<file path="src/rtl/datapath_pkg.sv">
// Shared constants and ALU operation encoding for the three-stage datapath pipeline.
package datapath_pkg;

  localparam int unsigned DP_WIDTH     = 16;
  localparam int unsigned DP_NREGS     = 8;
  localparam int unsigned DP_MEM_DEPTH = 256;

  typedef enum logic [3:0] {
    ALU_ADD   = 4'h0,
    ALU_SUB   = 4'h1,
    ALU_AND   = 4'h2,
    ALU_OR    = 4'h3,
    ALU_XOR   = 4'h4,
    ALU_NOR   = 4'h5,
    ALU_SLL   = 4'h6,
    ALU_SRL   = 4'h7,
    ALU_SRA   = 4'h8,
    ALU_SLT   = 4'h9,
    ALU_SLTU  = 4'hA,
    ALU_PASSB = 4'hB
  } alu_op_e;

endpackage

</file>
<file path="src/rtl/datapath_pipe_alu.sv">
// Combinational ALU; unused operation codes produce zero, arithmetic wraps.
module alu_p
  import datapath_pkg::*;
#(
  parameter int unsigned WIDTH = DP_WIDTH
) (
  input  logic [WIDTH-1:0] a,
  input  logic [WIDTH-1:0] b,
  input  logic [3:0]       alu_sel,
  output logic [WIDTH-1:0] result
);

  localparam int unsigned SH_W = $clog2(WIDTH);

  logic [SH_W-1:0] shamt;

  always_comb begin
    shamt  = b[SH_W-1:0];
    result = '0;
    case (alu_op_e'(alu_sel))
      ALU_ADD:   result = a + b;
      ALU_SUB:   result = a - b;
      ALU_AND:   result = a & b;
      ALU_OR:    result = a | b;
      ALU_XOR:   result = a ^ b;
      ALU_NOR:   result = ~(a | b);
      ALU_SLL:   result = a << shamt;
      ALU_SRL:   result = a >> shamt;
      ALU_SRA:   result = $signed(a) >>> shamt;
      ALU_SLT:   result = {{(WIDTH-1){1'b0}}, ($signed(a) < $signed(b))};
      ALU_SLTU:  result = {{(WIDTH-1){1'b0}}, (a < b)};
      ALU_PASSB: result = b;
      default:   result = '0;
    endcase
  end

endmodule

</file>
<file path="src/rtl/datapath_pipe.sv">
// Three-stage EX/MEM/WB datapath with register file, data memory, forwarding
// and a one-cycle load-use stall.
module datapath_pipe
  import datapath_pkg::*;
#(
  parameter int unsigned WIDTH     = DP_WIDTH,
  parameter int unsigned NREGS     = DP_NREGS,
  parameter int unsigned MEM_DEPTH = DP_MEM_DEPTH
) (
  input  logic                     clock,
  input  logic                     reset,
  input  logic                     in_valid,
  output logic                     in_ready,
  input  logic                     rf_write,
  input  logic                     mem_write,
  input  logic                     mem_sel,
  input  logic                     imm_sel,
  input  logic [$clog2(NREGS)-1:0] rs_addr,
  input  logic [$clog2(NREGS)-1:0] rt_addr,
  input  logic [$clog2(NREGS)-1:0] rd_addr,
  input  logic [WIDTH-1:0]         imm_data,
  input  logic [3:0]               alu_sel,
  output logic [WIDTH-1:0]         rlast_data,
  output logic [WIDTH-1:0]         read_data,
  output logic                     zero_flag,
  output logic                     pos_flag
);

  localparam int unsigned RA_W = $clog2(NREGS);
  localparam int unsigned MA_W = $clog2(MEM_DEPTH);

  logic [WIDTH-1:0] rf  [NREGS];
  logic [WIDTH-1:0] mem [MEM_DEPTH];

  logic             ms_valid, ms_rf_write, ms_store, ms_load;
  logic [RA_W-1:0]  ms_rd;
  logic [WIDTH-1:0] ms_alu, ms_wdata;

  logic             wb_valid, wb_rf_write, wb_load;
  logic [RA_W-1:0]  wb_rd;
  logic [WIDTH-1:0] wb_alu, wb_result;

  logic             ex_valid, load_use;
  logic [WIDTH-1:0] rs_val, rt_val, op_b, alu_result;
  logic [MA_W-1:0]  mem_addr;

  // A load's data only exists after MEM, so a dependent instruction waits one cycle.
  assign load_use = ms_valid && ms_load && ms_rf_write &&
                    ((ms_rd == rs_addr) || (!imm_sel && (ms_rd == rt_addr)));
  assign in_ready  = reset && !load_use;
  assign ex_valid  = in_valid && in_ready;
  assign wb_result = wb_load ? read_data : wb_alu;
  assign mem_addr  = ms_alu[MA_W-1:0];
  assign rlast_data = rf[RA_W'(NREGS-1)];

  always_comb begin
    rs_val = rf[rs_addr];
    if (ms_valid && ms_rf_write && !ms_load && (ms_rd == rs_addr))
      rs_val = ms_alu;
    else if (wb_valid && wb_rf_write && (wb_rd == rs_addr))
      rs_val = wb_result;

    rt_val = rf[rt_addr];
    if (ms_valid && ms_rf_write && !ms_load && (ms_rd == rt_addr))
      rt_val = ms_alu;
    else if (wb_valid && wb_rf_write && (wb_rd == rt_addr))
      rt_val = wb_result;

    op_b = imm_sel ? imm_data : rt_val;
  end

  alu_p #(
    .WIDTH(WIDTH)
  ) u_alu (
    .a       (rs_val),
    .b       (op_b),
    .alu_sel (alu_sel),
    .result  (alu_result)
  );

  always_ff @(posedge clock) begin
    if (!reset) begin
      ms_valid    <= 1'b0;
      ms_rf_write <= 1'b0;
      ms_store    <= 1'b0;
      ms_load     <= 1'b0;
      ms_rd       <= '0;
      ms_alu      <= '0;
      ms_wdata    <= '0;
      wb_valid    <= 1'b0;
      wb_rf_write <= 1'b0;
      wb_load     <= 1'b0;
      wb_rd       <= '0;
      wb_alu      <= '0;
      zero_flag   <= 1'b0;
      pos_flag    <= 1'b0;
    end else begin
      ms_valid    <= ex_valid;
      ms_rf_write <= rf_write;
      ms_store    <= mem_write;
      ms_load     <= mem_sel;
      ms_rd       <= rd_addr;
      ms_alu      <= alu_result;
      ms_wdata    <= rs_val;
      wb_valid    <= ms_valid;
      wb_rf_write <= ms_rf_write;
      wb_load     <= ms_load;
      wb_rd       <= ms_rd;
      wb_alu      <= ms_alu;
      if (ex_valid) begin
        zero_flag <= (alu_result == '0);
        pos_flag  <= ~alu_result[WIDTH-1];
      end
    end
  end

  // Memory contents survive reset; only the write is suppressed while reset is low.
  always_ff @(posedge clock) begin
    if (reset && ms_valid && ms_store)
      mem[mem_addr] <= ms_wdata;
  end

  // The synchronous read register doubles as the WB-stage load data.
  always_ff @(posedge clock) begin
    if (!reset)
      read_data <= '0;
    else if (ms_valid && ms_load)
      read_data <= mem[mem_addr];
  end

  always_ff @(posedge clock) begin
    if (!reset)
      rf <= '{default: '0};
    else if (wb_valid && wb_rf_write)
      rf[wb_rd] <= wb_result;
  end

endmodule

</file>
<file path="config.mk">
export PLATFORM = sky130hd
export DESIGN_NAME = datapath_pipe
export DESIGN_NICKNAME = d
export VERILOG_FILES = /design/src/rtl/datapath_pkg.sv /design/src/rtl/datapath_pipe_alu.sv /design/src/rtl/datapath_pipe.sv
export SDC_FILE = /design/constraint.sdc
export NUM_CORES = 2
export LEC_CHECK = 0
export CAP_MARGIN = 20
export CELL_PAD_IN_SITES_DETAIL_PLACEMENT = 2
export CELL_PAD_IN_SITES_GLOBAL_PLACEMENT = 2
export CORE_AREA = 2 2 580 582
export CTS_CLUSTER_SIZE = 8
export DETAILED_ROUTE_END_ITERATION = 7
export DIE_AREA = 0 0 582 584
export GPL_ROUTABILITY_DRIVEN = 0
export PLACE_DENSITY_LB_ADDON = 0.1
export SLEW_MARGIN = 15
export SYNTH_ARGS = -nofsm -noshare
export SYNTH_HDL_FRONTEND = slang
export SYNTH_SLANG_ARGS = --single-unit
</file>
<file path="constraint.sdc">
create_clock -name clock -period 7 [get_ports clock]
set_input_delay 0.7 -clock clock [delete_from_list [all_inputs] [get_ports clock]]
set_output_delay 0.7 -clock clock [all_outputs]
set_load 0.1 [all_outputs]
</file>
==> results of run 1 <==
## synth_stat cells, types with 8 or more instances
library cell,number
nand4_1,11
o211ai_1,9
mux2_2,18
a21o_1,11
o22ai_1,17
a21oi_1,66
ha_1,53
nand2b_1,17
a221oi_1,32
nor2b_1,18
a32oi_1,24
buf_4,18
inv_1,55
clkbuf_1,312
and2_1,46
a22oi_1,34
dfxtp_1,207
nand3_1,63
o21ai_0,73
buf_1,135
mux4_2,1355
xor2_1,11
o221ai_1,8
nor4_1,15
buf_2,29
edfxtp_1,4096
nand2_1,140
nor2_1,509
nor3_1,33
a211oi_1,144
mux2i_1,109
o2111ai_1,10
a31oi_1,26
## per-stage QoR
step | instances | hold slack, ns | area [um2] | worst slack (ns)
3_3_place_gp | 12300 | 0.498 | 179000 | 0.0168
2_1_floorplan | 7842 | 0.431 | 170000 | 0.912
## logic make-up after synthesis
group / after synthesis
XOR/XNOR: 18
multiplexers: 1485
AND/OR/NAND/NOR: 893
adder cells (fa/ha/maj): 55
AO/OA/AOI/OAI: 532
flip-flops: 4303
buffers and inverters: 556
==> qor.csv, run 1 <==
metric,value,unit
async_flop_share,0,
dieWidth,582,um
synth_xor_area_frac,0.000929,
avgSynthCellArea,21.6,um2
fp-row-count,212,
yosys.area_share.simple,0.0229,
synth_warnings,0,
synthTopCellsByArea,"edfxtp_1 (72%), mux4_2 (18%), dfxtp_1 (2.4%)",
error,[ERROR DPL-0033] detailed placement checks failed during check placement.,
synth-main-ff-cell,edfxtp_1,
synth_top_area_share,0.725,
synth.net_count,7933,
yosysTopAreaCell,edfxtp_1,
yosysSeqAreaShare,0.749,
synth_mux_area_frac,0.188,
ios,71,
synth_edf_count,4096,
run_status,did not finish,
dp_hpwl,402000,um
yosysUniqueCellTypes,79,
initial_utilization,0.510,
portBuffers,70,
netlist_area,0.170,mm2
ys_ff_latch,4303,
synthCells,7842,
chipHeight,584,um
failing_step,detailed placement (3_5_place_dp),
synth_fa_ha_area_frac,0.00414,
synth_top_family_by_area,multiplexers,
synth_compound_area_frac,0.0223,
==> run 2, diff against run 1 <==
--- a/config.mk
+++ b/config.mk
@@ -6,14 +6,11 @@
 export NUM_CORES = 2
 export LEC_CHECK = 0
 export CAP_MARGIN = 20
-export CELL_PAD_IN_SITES_DETAIL_PLACEMENT = 2
-export CELL_PAD_IN_SITES_GLOBAL_PLACEMENT = 2
-export CORE_AREA = 2 2 580 582
-export CTS_CLUSTER_SIZE = 8
+export CORE_AREA = 2 2 655 657
 export DETAILED_ROUTE_END_ITERATION = 7
-export DIE_AREA = 0 0 582 584
+export DIE_AREA = 0 0 657 659
 export GPL_ROUTABILITY_DRIVEN = 0
-export PLACE_DENSITY_LB_ADDON = 0.1
+export PLACE_DENSITY_LB_ADDON = 0.15
 export SLEW_MARGIN = 15
 export SYNTH_ARGS = -nofsm -noshare
 export SYNTH_HDL_FRONTEND = slang
==> qor.csv, run 2 <==
metric,value,unit,change
run_status,completed,,was did not finish
dr.pass1.iters,7,,
vdd_drop_max,0.210,mV,
synth_top_area_share,0.725,,unchanged
grt_max_degree,193,,
dp_slack,0.157,ns,
coreArea,0.426,mm2,
synthTopCellsByArea,"edfxtp_1 (72%), mux4_2 (18%), dfxtp_1 (2.4%)",,unchanged
top_register,mem,,
initial_utilization,0.399,,was 0.510
cp.arrival,7.23,ns,
yosysTopAreaCell,edfxtp_1,,unchanged
yosysSeqAreaShare,0.749,,unchanged
clkSlewWorstSetupHoldPaths,0.06,ns,
vias,84900,,
ios,71,,unchanged
syn2layout_area_growth,14.8,%,
ant_nets,0,,
r2r-start,wb_rd[2]$_SDFF_PN0_,,
synth_warnings,0,,unchanged
grt_pass1_wl,680000,um,
synth_edf_count,4096,,unchanged
drive_gt1_frac,0.320,,
crit_start,wb_rd[2]$_SDFF_PN0_,,
fin_skew,0.0957,ns,
clockBufferDepth,4,,
clk_latency,1.02,ns,
routed_via_density,5.90,,
final_common_cell,edfxtp_1,,
worst_slew_pin_slew,1.22,ns,
cts_tree,yes,,
slew_violations,0,,
crit_chain,xor2_1 -> or4_1 -> and2_0 -> a221oi_1 -> buf_4 -> inv_1 -> ha_1 -> fa_1 -> nand2b_1 -> a21oi_1 -> o21ai_0 -> a21oi_1 -> o211a_1 -> nor2_1 -> or4_1 -> a31oi_1 -> o311ai_0 -> nor4_1 -> or4b_1 -> o21ai_1,,
cts_max_level,5,,
endpoint_kind,flip-flop,,
utilization,0.458,,
largestRegisters,"mem (4096), rf (112)",,
numClockSinks,4303,,
ys_ff_latch,4303,,unchanged
power.density,281,mW/mm2,
mostFrequentLayoutCells,"edfxtp_1 (4096), mux4_2 (1355), clkbuf_16 (455)",,
max-cap-violations,0,,
cts_resized,0,,
synth_most_common_cell,edfxtp_1,,unchanged
synth.net_count,7933,,unchanged
dp_hpwl,288000,um,was 402000 um
fmax,159,MHz,
antenna_found_initial,23,,
rsz0062_at_grt,no,,
synth-main-ff-cell,edfxtp_1,,unchanged
async_flop_share,0,,unchanged
worst_ep_required_time,7.92,ns,
drtIter0Drc,10400,,
drc,0,,
dieWidth,657,um,was 582 um
cts_buffers,448,,
crit_fanout,9,,
wl_per_cell,33.7,um,
portBuffers,70,,unchanged
finalSetupViolCount,0,,
fillers,35600,,
worst_setup_path_start_kind,flip-flop,,
grt_overflow_total,0,,
synthCells,7842,,unchanged
die_area,0.433,mm2,
yosys-top-cells-count,"edfxtp_1 (4096), mux4_2 (1355), nor2_1 (509)",,unchanged
post-route-period-util,0.901,,
first_global_vias,85700,,
path_buf_inv,2,,
min_from,rd_addr[1],,
wirelength,485000,um,
grt_usage,0.222,,
fp-row-count,240,,was 212
chipHeight,659,um,was 584 um
fin_crit,6.31,ns,
min_path_type,input port to flip-flop,,
largest_reg_flops,4096,,
total_power,54700,uW,
p_leak,0.0576,uW,
cpMaxStageDelayCell,or4_1,,
cp_top_family,simple AND/OR/NAND/NOR gates,,
avgSynthCellArea,21.6,um2,unchanged
fin_hold_ws,0.297,ns,
layout.nets,8417,,
worstSetupPathType,flip-flop to flip-flop,,
netlist_area,0.170,mm2,unchanged
slew_headroom,0.187,,
cts_root_buf,clkbuf_16,,
finalHoldViolCount,0,,
setup_tns,0,ns,
yosysUniqueCellTypes,79,,unchanged
slowest_delay,0.63,ns,
setup_ws,0.694,ns,
-- run 2: cell counts after synthesis --
Identical to the previous run, type by type.
-- run 2: final cells by class --
cell class | count | area [um2] | share of cell area
multi-input cells | 2983 | 41300 | 0.212
diodes | 9 | 22.5 | 0.000116
inverters | 56 | 213 | 0.00109
repair buffers | 534 | 4680 | 0.0240
well taps | 5687 | 7120 | 0.0365
flip-flops and latches | 4303 | 127000 | 0.653
clock inverters | 248 | 2510 | 0.0129
clock buffers | 565 | 11900 | 0.0609
-- run 2: what timing repair did --
| action | CTS | global route |
|---|---|---|
| hold buffers | 1 | 0 |
| buffers inserted | 0 | 0 |
| endpoints found under the hold margin | 1 | 0 |
-- run 2: per-stage QoR --
stage / instance area, um2 / std cells
2_1_floorplan: 170000 / 7842
3_3_place_gp: 180000 / 13500
3_5_place_dp: 180000 / 13600
4_1_cts: 195000 / 14400
5_1_grt: 195000 / 14400
6_report: 195000 / 14400
-- run 2: kinds of logic after synthesis --
kind of cell,synth area share
flops,0.749
mux,0.188
simple gates,0.0229
buf+inv,0.0132
compound gates,0.0223
fa+ha+maj,0.00414
xor+xnor,0.000929
-- run 2: path summary, 6_finish.rpt --
| path | slack (ns) | cells after the start | end |
|---|---|---|---|
| hold reg to reg | 0.48 | 2 | zero_flag$_SDFFE_PN0P_ |
| setup / recovery | 0.69 | 20 | zero_flag$_SDFFE_PN0P_ |
| hold / removal | 0.30 | 2 | ms_rd[1]$_SDFF_PN0_ |
| setup reg to reg | 0.69 | 20 | zero_flag$_SDFFE_PN0P_ |
-- run 2: metal layers --
layer / part of all wire / vias up / track usage
met5: 0.00013 / - / 0
met4: 0.032 / 4 / 0.0630
met3: 0.070 / 688 / 0.0360
met2: 0.48 / 3419 / 0.361
met1: 0.41 / 46700 / 0.310
li1: - / 34200 / -
-- run 2: power breakdown --
group	switching, uW	total, uW	internal (uW)	leakage [uW]
combinational	1910	3260	1340	0.0129
sequential	99.3	27900	27800	0.0377
clock	10000	23500	13500	0.00697
total	12000	54700	42700	0.0576
(Power assumes the default switching activity.)
